## src/rtl/branch_redirect_ctrl_if.sv

```systemverilog
// Pipeline-side bundle for the branch redirect controller: ID/EX branch info in,
// fetch redirect, pipeline flushes and performance counters out.
interface branch_redirect_ctrl_if #(
  parameter int CNT_W = 32
);
  logic             stall;
  logic             id_valid;
  logic             id_branch;
  logic             id_jump;
  logic [31:0]      id_pc;
  logic [31:0]      id_target;
  logic             id_pred_taken;
  logic             ex_valid;
  logic             ex_branch;
  logic             ex_jump;
  logic             ex_jalr;
  logic             ex_taken;
  logic             ex_pred_taken;
  logic [31:0]      ex_pc;
  logic [31:0]      ex_target;
  logic             redirect_valid;
  logic [31:0]      redirect_pc;
  logic             fetch_ready;
  logic             flush_ifid;
  logic             flush_idex;
  logic [CNT_W-1:0] branch_cnt;
  logic [CNT_W-1:0] mispred_cnt;

  modport master (
    output stall, id_valid, id_branch, id_jump, id_pc, id_target,
           ex_valid, ex_branch, ex_jump, ex_jalr, ex_taken, ex_pred_taken,
           ex_pc, ex_target, fetch_ready,
    input  id_pred_taken, redirect_valid, redirect_pc, flush_ifid, flush_idex,
           branch_cnt, mispred_cnt
  );

  modport slave (
    input  stall, id_valid, id_branch, id_jump, id_pc, id_target,
           ex_valid, ex_branch, ex_jump, ex_jalr, ex_taken, ex_pred_taken,
           ex_pc, ex_target, fetch_ready,
    output id_pred_taken, redirect_valid, redirect_pc, flush_ifid, flush_idex,
           branch_cnt, mispred_cnt
  );
endinterface

```

## src/rtl/branch_redirect_ctrl.sv

```systemverilog
// Control-hazard sequencer: 2-bit counter prediction in ID, resolution in EX,
// PC redirect with IF/ID and ID/EX flushes held until fetch accepts them.
module branch_redirect_ctrl #(
  parameter int ENTRIES = 64,
  parameter int CNT_W   = 32
) (
  input  logic                  clk,
  input  logic                  reset,
  branch_redirect_ctrl_if.slave bus
);
  localparam int IDX_W = $clog2(ENTRIES);

  typedef enum logic {IDLE, HOLD} state_t;

  state_t           r_state;
  state_t           w_state_nxt;
  logic [1:0]       r_ctr [ENTRIES];
  logic [CNT_W-1:0] r_branch_cnt;
  logic [CNT_W-1:0] r_mispred_cnt;
  logic [31:0]      r_hold_pc;
  logic             r_hold_idex;

  logic [IDX_W-1:0] w_id_idx;
  logic [IDX_W-1:0] w_ex_idx;
  logic             w_pred;
  logic             w_idle;
  logic             w_ex_live;
  logic             w_mispred;
  logic             w_jalr;
  logic             w_ex_event;
  logic             w_id_event;
  logic [31:0]      w_event_pc;
  logic             w_latch;
  logic             w_redirect_valid;
  logic [31:0]      w_redirect_pc;
  logic             w_flush_ifid;
  logic             w_flush_idex;

  assign w_id_idx = bus.id_pc[IDX_W+1:2];
  assign w_ex_idx = bus.ex_pc[IDX_W+1:2];
  assign w_pred   = bus.id_valid & bus.id_branch & r_ctr[w_id_idx][1];

  // While holding a redirect, ID and EX carry only flushed bubbles.
  assign w_idle     = (r_state == IDLE);
  assign w_ex_live  = bus.ex_valid & ~bus.stall & w_idle;
  assign w_mispred  = w_ex_live & bus.ex_branch & (bus.ex_taken ^ bus.ex_pred_taken);
  assign w_jalr     = w_ex_live & bus.ex_jalr;
  assign w_ex_event = w_mispred | w_jalr;
  assign w_id_event = bus.id_valid & ~bus.stall & w_idle
                    & (bus.id_jump | w_pred) & ~w_ex_event;

  always_comb begin
    // NOTE: every always_comb output gets a default first so no path infers a latch.
    w_event_pc = 32'd0;
    if (w_mispred)
      w_event_pc = bus.ex_taken ? bus.ex_target : bus.ex_pc + 32'd4;
    else if (w_jalr)
      w_event_pc = {bus.ex_target[31:1], 1'b0};
    else if (w_id_event)
      w_event_pc = bus.id_target;
  end

  always_ff @(posedge clk) begin
    // NOTE: sequential state uses non-blocking assignments so all registers update together.
    if (reset) r_state <= IDLE;
    else       r_state <= w_state_nxt;
  end

  always_comb begin
    w_state_nxt      = r_state;
    w_latch          = 1'b0;
    w_redirect_valid = 1'b0;
    w_redirect_pc    = 32'd0;
    w_flush_ifid     = 1'b0;
    w_flush_idex     = 1'b0;
    case (r_state)
      IDLE: begin
        if (w_ex_event || w_id_event) begin
          w_redirect_valid = 1'b1;
          w_redirect_pc    = w_event_pc;
          w_flush_ifid     = 1'b1;
          w_flush_idex     = w_ex_event;
          if (!bus.fetch_ready) begin
            w_latch     = 1'b1;
            w_state_nxt = HOLD;
          end
        end
      end
      HOLD: begin
        w_redirect_valid = 1'b1;
        w_redirect_pc    = r_hold_pc;
        w_flush_ifid     = 1'b1;
        w_flush_idex     = r_hold_idex;
        if (bus.fetch_ready) w_state_nxt = IDLE;
      end
      default: w_state_nxt = IDLE;
    endcase
  end

  always_ff @(posedge clk) begin
    if (reset) begin
      r_hold_pc   <= 32'd0;
      r_hold_idex <= 1'b0;
    end else if (w_latch) begin
      r_hold_pc   <= w_event_pc;
      r_hold_idex <= w_ex_event;
    end
  end

  always_ff @(posedge clk) begin
    // NOTE: the counter table is flop-based and must be reset so prediction starts weakly not-taken.
    if (reset) begin
      for (int i = 0; i < ENTRIES; i++) r_ctr[i] <= 2'b01;
    end else if (w_ex_live && bus.ex_branch) begin
      if (bus.ex_taken && r_ctr[w_ex_idx] != 2'b11)
        r_ctr[w_ex_idx] <= r_ctr[w_ex_idx] + 2'b01;
      else if (!bus.ex_taken && r_ctr[w_ex_idx] != 2'b00)
        r_ctr[w_ex_idx] <= r_ctr[w_ex_idx] - 2'b01;
    end
  end

  always_ff @(posedge clk) begin
    if (reset) begin
      r_branch_cnt  <= '0;
      r_mispred_cnt <= '0;
    end else if (w_ex_live) begin
      r_branch_cnt  <= r_branch_cnt + CNT_W'(bus.ex_branch);
      r_mispred_cnt <= r_mispred_cnt + CNT_W'(w_ex_event);
    end
  end

  assign bus.id_pred_taken  = w_pred;
  assign bus.redirect_valid = w_redirect_valid;
  assign bus.redirect_pc    = w_redirect_pc;
  assign bus.flush_ifid     = w_flush_ifid;
  assign bus.flush_idex     = w_flush_idex;
  assign bus.branch_cnt     = r_branch_cnt;
  assign bus.mispred_cnt    = r_mispred_cnt;
endmodule
```

## src/flat_wrapper.sv

```systemverilog
// flat-port wrapper written by rule: the top's interface ports become plain ports
module branch_redirect_ctrl_flat 
#(
  parameter int ENTRIES = 64,
  parameter int CNT_W   = 32
)
  (clk, reset, bus_stall, bus_id_valid, bus_id_branch, bus_id_jump, bus_id_pc, bus_id_target, bus_ex_valid, bus_ex_branch, bus_ex_jump, bus_ex_jalr, bus_ex_taken, bus_ex_pred_taken, bus_ex_pc, bus_ex_target, bus_fetch_ready, bus_id_pred_taken, bus_redirect_valid, bus_redirect_pc, bus_flush_ifid, bus_flush_idex, bus_branch_cnt, bus_mispred_cnt);
  branch_redirect_ctrl_if #(.CNT_W(CNT_W)) bus_i ();
  input  logic clk;
  input  logic reset;
  input wire logic [$bits(bus_i.stall)-1:0] bus_stall;
  input wire logic [$bits(bus_i.id_valid)-1:0] bus_id_valid;
  input wire logic [$bits(bus_i.id_branch)-1:0] bus_id_branch;
  input wire logic [$bits(bus_i.id_jump)-1:0] bus_id_jump;
  input wire logic [$bits(bus_i.id_pc)-1:0] bus_id_pc;
  input wire logic [$bits(bus_i.id_target)-1:0] bus_id_target;
  input wire logic [$bits(bus_i.ex_valid)-1:0] bus_ex_valid;
  input wire logic [$bits(bus_i.ex_branch)-1:0] bus_ex_branch;
  input wire logic [$bits(bus_i.ex_jump)-1:0] bus_ex_jump;
  input wire logic [$bits(bus_i.ex_jalr)-1:0] bus_ex_jalr;
  input wire logic [$bits(bus_i.ex_taken)-1:0] bus_ex_taken;
  input wire logic [$bits(bus_i.ex_pred_taken)-1:0] bus_ex_pred_taken;
  input wire logic [$bits(bus_i.ex_pc)-1:0] bus_ex_pc;
  input wire logic [$bits(bus_i.ex_target)-1:0] bus_ex_target;
  input wire logic [$bits(bus_i.fetch_ready)-1:0] bus_fetch_ready;
  output wire logic [$bits(bus_i.id_pred_taken)-1:0] bus_id_pred_taken;
  output wire logic [$bits(bus_i.redirect_valid)-1:0] bus_redirect_valid;
  output wire logic [$bits(bus_i.redirect_pc)-1:0] bus_redirect_pc;
  output wire logic [$bits(bus_i.flush_ifid)-1:0] bus_flush_ifid;
  output wire logic [$bits(bus_i.flush_idex)-1:0] bus_flush_idex;
  output wire logic [$bits(bus_i.branch_cnt)-1:0] bus_branch_cnt;
  output wire logic [$bits(bus_i.mispred_cnt)-1:0] bus_mispred_cnt;
  assign bus_i.stall = bus_stall;
  assign bus_i.id_valid = bus_id_valid;
  assign bus_i.id_branch = bus_id_branch;
  assign bus_i.id_jump = bus_id_jump;
  assign bus_i.id_pc = bus_id_pc;
  assign bus_i.id_target = bus_id_target;
  assign bus_i.ex_valid = bus_ex_valid;
  assign bus_i.ex_branch = bus_ex_branch;
  assign bus_i.ex_jump = bus_ex_jump;
  assign bus_i.ex_jalr = bus_ex_jalr;
  assign bus_i.ex_taken = bus_ex_taken;
  assign bus_i.ex_pred_taken = bus_ex_pred_taken;
  assign bus_i.ex_pc = bus_ex_pc;
  assign bus_i.ex_target = bus_ex_target;
  assign bus_i.fetch_ready = bus_fetch_ready;
  assign bus_id_pred_taken = bus_i.id_pred_taken;
  assign bus_redirect_valid = bus_i.redirect_valid;
  assign bus_redirect_pc = bus_i.redirect_pc;
  assign bus_flush_ifid = bus_i.flush_ifid;
  assign bus_flush_idex = bus_i.flush_idex;
  assign bus_branch_cnt = bus_i.branch_cnt;
  assign bus_mispred_cnt = bus_i.mispred_cnt;
  branch_redirect_ctrl #(.ENTRIES(ENTRIES), .CNT_W(CNT_W)) u_core (.clk(clk), .reset(reset), .bus(bus_i));
endmodule
```

## config.mk

```make
export PLATFORM = sky130hd
export DESIGN_NAME = branch_redirect_ctrl_flat
export DESIGN_NICKNAME = d
export VERILOG_FILES = /design/src/rtl/branch_redirect_ctrl_if.sv /design/src/rtl/branch_redirect_ctrl.sv /design/src/flat_wrapper.sv
export SDC_FILE = /design/constraint.sdc
export NUM_CORES = 1
export LEC_CHECK = 0
export CAP_MARGIN = 15
export CORE_UTILIZATION = 57
export DETAILED_ROUTE_END_ITERATION = 10
export PLACE_DENSITY = 0.88
export REMOVE_ABC_BUFFERS = 1
export SYNTH_ARGS = -nofsm -noshare
export SYNTH_HDL_FRONTEND = slang
export SYNTH_SLANG_ARGS = --single-unit
```

## constraint.sdc

```tcl
create_clock -name clk -period 9.75 [get_ports clk]
set_clock_uncertainty 0.1 [all_clocks]
set_input_delay 2.925 -clock clk [delete_from_list [all_inputs] [get_ports clk]]
set_output_delay 2.925 -clock clk [all_outputs]
set_load 0.1 [all_outputs]
```

# After elaboration in Yosys (flattened, before gate mapping)
# Memories as Yosys holds them, arrays and structs flattened.
# Index checks and enable logic that the tools add are counted.
# word_totals
word_cells	66
mem_bits_rw	128
in_bits	141
memories	1
reg_bits	98
# mem_list
name	words	word_bits	read_ports	rd_clocked_by_memory_dff	wr	line	source
u_core.r_ctr	64	2	2	0	64	branch_redirect_ctrl.sv:17	logic [1:0] r_ctr [ENTRIES];
# op_classes
mux	29
bitwise_logic	18
add_sub_neg	5
n_eq_ne	1
n_reduce_logical	7
# op_table
operator	n
32-bit two-way mux	5
32-bit by 1-bit adder with 32-bit output	2
32-bit case mux with 2 select lines	1
32-bit by 3-bit adder with 32-bit output (second input constant)	1
1-bit two-way mux	17
1-bit AND	11
6-bit two-way mux	1
1-bit case mux with 2 select lines	3
2-bit two-way mux	2
1-bit logical AND	3
1-bit inverter	3
1-bit bitwise OR	3
2-bit by 1-bit adder with 2-bit output (second input constant)	1
2-bit != test (second input constant)	1
2-bit nonzero test	1
2-bit OR reduction	1
2-bit by 1-bit subtractor with 2-bit output (second input constant)	1
1-bit zero test	1
1-bit logical OR	1
1-bit bitwise XOR	1

# Depth between registers and ports, before layout
# depth
word_depth	13
ltp_mapped	15

# Least setup slack after synthesis
# No wires, ideal clock.
# synth_path
kind	in2out
startpoint	input bus_id_pc[3]
endpoint	output bus_redirect_pc[28]
setup_slack_ps	933
arrival_time_ps	5792
t_required_ps	6725
cell_stages	11
cell_sequence	buf_2 buf_2 mux4_2 mux2i_1 a221oi_1 nand3_1 a31oi_1 nor2b_1 buf_2 buf_1 a221o_1
# synth_via
elab_chain_cells	10
word_cells_on_any_way	11
cone_classes	mux: 5; bitwise: 4; reduce/logical: 1; memory: 1
# synth_rtl
element	line	source
start, declared	flat_wrapper.sv:15	input wire logic [$bits(bus_i.id_pc)-1:0] bus_id_pc;
memory 64 x 2 bit (*)	--	
1-bit AND (*)	branch_redirect_ctrl.sv:41	assign w_pred = bus.id_valid & bus.id_branch & r_ctr[w_id_idx][1];
1-bit bitwise OR (*)	branch_redirect_ctrl.sv:50	& (bus.id_jump | w_pred) & ~w_ex_event;
1-bit AND (*) (2 in a row)	branch_redirect_ctrl.sv:50	
32-bit two-way mux	branch_redirect_ctrl.sv:59	else if (w_id_event)
32-bit two-way mux	branch_redirect_ctrl.sv:57	else if (w_jalr)
32-bit two-way mux	branch_redirect_ctrl.sv:55	if (w_mispred)
32-bit two-way mux (*)	branch_redirect_ctrl.sv:78	if (w_ex_event || w_id_event) begin
32-bit case mux with 2 select lines (*)	branch_redirect_ctrl.sv:76	case (r_state)
end, declared	flat_wrapper.sv:28	output wire logic [$bits(bus_i.redirect_pc)-1:0] bus_redirect_pc;
# Mark *: on every way between the ends. The rest lies on a longest branch, timed or not.

# Worst setup path after layout
# layout_path
startpoint	input bus_id_pc[4]
endpoint	output bus_redirect_pc[27]
# The elaborated chain is that of the path after synthesis.

==> results.md <==
Synthesis:
- The post-synthesis cell type with the largest combined area is sky130_fd_sc_hd__edfxtp_1.
- The area share of the largest cell type after synthesis is 29.9%.
- The synthesized netlist cell count is 1345.
- The register bit total from synthesis is about 230.
- The cell area that synthesis handed to floorplanning was 0.0128 mm².
- The post-synthesis cell type count is between 60 and 70.
- The most used flip-flop cell after synthesis is sky130_fd_sc_hd__edfxtp_1.
- The synthesis warning total is 0.
- Sequential cells were found to cover 45.2% of the synthesized design area.
- After synthesis, the share of flip-flops with an asynchronous set or reset is 0%.
- The most repeated cell in the gate-level netlist after synthesis is sky130_fd_sc_hd__nand2_1.
- The mean instance size in the synthesized netlist is 9.54 µm².
- After synthesis, the most frequently instantiated cells are sky130_fd_sc_hd__nand2_1, sky130_fd_sc_hd__edfxtp_1, sky130_fd_sc_hd__nor2_1.
- By area the synthesized netlist is led by sky130_fd_sc_hd__edfxtp_1, sky130_fd_sc_hd__dfxtp_1, sky130_fd_sc_hd__mux4_2.
- In this run, synthesis inferred 128 flip-flops with an integrated enable.

Power and ir drop:
- The analysis attributes to net switching a power of approximately 0.0007 W.
- The switching power as a share of total power is between 20% and 30%.
- The total power divided by cell area is 149 mW/mm².
- VDD sags by at most 0.113 mV.
- Internal power comes to about 0.0017 W.
- The analysis attributes to cell leakage a power of 5.38 nW.
- The clock network fraction of design power is a little under two fifths.
- In this run, the combinational gates consume 19.1% of the power.
- Sequential cells burn between 40% and 50% of the power.

Worst setup path:
- The timing startpoint of the critical path is bus_id_pc[4].
- The worst setup path is captured at an output pin.
- The timing endpoint of the critical path is bus_redirect_pc[27].
- The largest fanout on the critical path is 18.
- The worst endpoint required time is 6.73 ns.
- STA classifies the critical path startpoint as an input port.
- Setup slack on the worst reg-to-reg path comes out at about 5.7 ns.
- For the worst setup path, the data arrival time is approximately 6.6 ns.
- For the worst flop-to-flop path, the logic depth is 8.
- In this run the critical register-to-register path is launched from u_core.r_ctr[29][1].
- The worst setup path category is in2out.
- The end of the worst register-to-register path is u_core.r_ctr[15][1].

Floorplanning:
- Once the floorplan was initialized, standard cells occupied 58.5% of the core.
- The overall die width is 152 µm.
- In this run the core area contains 54 standard-cell rows.
- The die covers about 0.023 mm².
- Measured along the y axis, the die boundary spans approximately 150 µm.
- The core footprint is 0.0220 mm².
- Pin placement for this block handled roughly 240 I/O pins.

STA:
- The final worst-path setup slack is 0.0997 ns.
- The number of pins exceeding their max-slew limit in the final report is 0.
- The count of endpoints failing setup in the final report is 0.
- The clock period could shrink to approximately 9.7 ns.
- Measured against its own limit, the worst slew margin works out to 21.5%.
- Setup repair after global routing left no endpoint under its margin.
- The number of hold violations in the final report came to 0.
- For this run, the top clock speed supported by timing is around 100 MHz.
- Setup total negative slack on the finished layout was measured at 0 ns.
- For the pin with the worst max-slew slack, the measured transition is about 1.2 ns.
- The worst path uses between 90 and 100% of the clock period.

CTS:
- TritonCTS built the clock tree.
- The total number of H-tree levels is 1.
- The root buffer cell is sky130_fd_sc_hd__clkbuf_16.
- The post-CTS clock slew at the launch and capture registers of the worst setup and hold paths is 0.06 ns.
- The total number of clock tree sinks is 226.
- After clock tree synthesis, the repair step resized 0 gates.
- The maximum buffer depth of the clock tree is 3.
- Post-CTS timing repair inserted 0 buffers for setup.
- Clock tree synthesis inserted a total of 25 buffers.
- For the worst-skew pair, the clock arrives at the later sink with an insertion delay of 0.55 ns.
- The number of hold-repair buffers added at the cts stage is 0.

Place:
- Timing analysis after detailed placement gives a worst setup slack of 0.417 ns.
- The count of port buffers added during placement is 213.
- The final weighted congestion in routability-driven placement is approximately 0.97.
- The wire-length estimate of the detail-placed layout is roughly 28000 µm.

Run:
- Across the run, the number of max-cap violations was 0.

Drt:
- In the routed layout, each cell is associated on average with a via count of approximately 6.7.
- The number of antenna-violating nets in the routed design is 0.
- The overall via count from detail_route is 12.0k.
- In the routed design, unresolved DRC markers number 22.
- After the first detailed-routing iteration, the DRC count stood at 1410.
- The first TritonRoute pass finished after 8 iterations.
- For this block, the routed nets add up to 42200 µm of wire.
- After detailed routing, the average wire length per cell comes to 23.5 µm.

Final layout:
- The layout net count is 1642.
- The fraction of final layout cells sized beyond drive strength 1 is 10.3%.
- The filler cells instantiated in the layout total 1395.
- The area growth from synthesis to layout is 25.7%.
- The post-route core utilization is 73.5%.
- The final antenna diode count is 0.

Outcome:
- The final reports fail on DRC.
- The flow ran to the end, but the final reports show violations.

GRT:
- Global routing used 35.7% of the available tracks.
- The first global-routing pass estimated 64900 µm of wire.
- The number of global-route vias before repair is 11.9k.
- The largest net degree at the start of global routing is 69.
- The initial antenna violation count is 0.
- The total overflow left after global routing is 0.

Worst hold path:
- The tightest min-delay check is of the reg2reg type.
==> placed cells by master, fill, tap and decap left out, drive strengths merged, types with 21 or more instances in the layout <==
master,Yosys,final
a22oi,22,22
nor2,126,126
buf,49,67
clkdlybuf4s50,0,173
a21oi,47,47
nand2,144,144
clkbuf,67,40
mux4,27,27
nor3,53,53
nand3,86,86
o21bai,63,63
mux2i,40,40
nand4,46,46
a211oi,21,21
dfxtp,98,98
xor2,45,45
edfxtp,128,128
o21ai,44,44
xnor2,28,28
==> power by group through the flow <==
stage | registers, W | clock network, W | logic, W
after floorplan | 0.00105 | 0 | 0.000239
after global placement | 0.00105 | 0 | 0.000441
after detailed placement | 0.00105 | 0 | 0.000449
after CTS | 0.00103 | 0.000912 | 0.000452
after global routing | 0.00104 | 0.000948 | 0.000477
final | 0.00103 | 0.000914 | 0.000460
==> per-stage QoR <==
stage	total power, W	cells	hold WS [ns]	instance area [µm²]
2_1_floorplan	0.00129	1229	0.341	12300
3_3_place_gp	0.00149	1749	0.357	15400
3_5_place_dp	0.00150	1749	0.379	15400
4_1_cts	0.00240	1795	0.388	16100
5_1_grt	0.00246	1795	0.409	16100
6_report	0.00241	1795	0.391	16100
==> how the worst min path moves through the flow <==
stage,slack [ns],startpoint,cells past startpoint,endpoint
after floorplan,0.34,u_core.r_hold_idex,2,u_core.r_hold_idex
after global placement,0.36,u_core.r_hold_idex,2,u_core.r_hold_idex
after detailed placement,0.38,u_core.r_hold_pc[26],2,u_core.r_hold_pc[26]
after CTS,0.39,u_core.bus.mispred_cnt[31],2,u_core.bus.mispred_cnt[31]
after global routing,0.41,u_core.r_hold_pc[26],2,u_core.r_hold_pc[26]
final,0.39,u_core.bus.mispred_cnt[31],2,u_core.bus.mispred_cnt[31]
==> area by class of cell <==
class	count	area, µm²	area share, %
Inverter	16	60.1	0.372
Timing Repair Buffer	240	2670	16.5
Clock inverter	6	42.5	0.264
Clock buffer	40	743	4.60
Tap cell	280	350	2.17
Multi-Input combinational cell	987	6470	40.1
Sequential cell	226	5810	36.0
==> per-layer routing <==
layer	track usage (%)	vias to the layer above	wire [µm]
met4	26.8	0	3440
met3	8.93	261	4910
met2	55.9	910	19200
met1	42.9	5587	14600
li1	-	5270	-
met5	0	-	0
==> sequential cells by signal (all words and copies together) (netlist names) <==
signal	flops
u_core.bus.branch_cnt	32
u_core.bus.mispred_cnt	32
u_core.r_hold_idex	1
u_core.r_hold_pc	32
u_core.r_ctr	128
u_core.r_state	1
==> kinds of logic after synthesis <==
logic type,Yosys count,synth area share [%]
AO/OA/AOI/OAI,253,13.5
AND/OR/NAND/NOR,581,22.6
flip-flops,226,45.2
multiplexers,75,8.56
buffers and inverters,132,4.59
XOR/XNOR,73,4.98
adder cells (fa/ha/maj),5,0.487
==> critical path, stage by stage <==
cell and delay [ns]:
sky130_fd_sc_hd__clkdlybuf4s50_1 1.04, sky130_fd_sc_hd__mux4_2 0.43, sky130_fd_sc_hd__mux2i_1 0.45, sky130_fd_sc_hd__nand3_1 0.13, sky130_fd_sc_hd__nand3_1 0.14, sky130_fd_sc_hd__a31oi_1 0.27, sky130_fd_sc_hd__nor2b_2 0.27, sky130_fd_sc_hd__buf_12 0.18
sky130_fd_sc_hd__a221oi_1 0.40, sky130_fd_sc_hd__nand2_1 0.16, sky130_fd_sc_hd__buf_12 0.19
No activity file was read; power rests on OpenSTA's default activity.
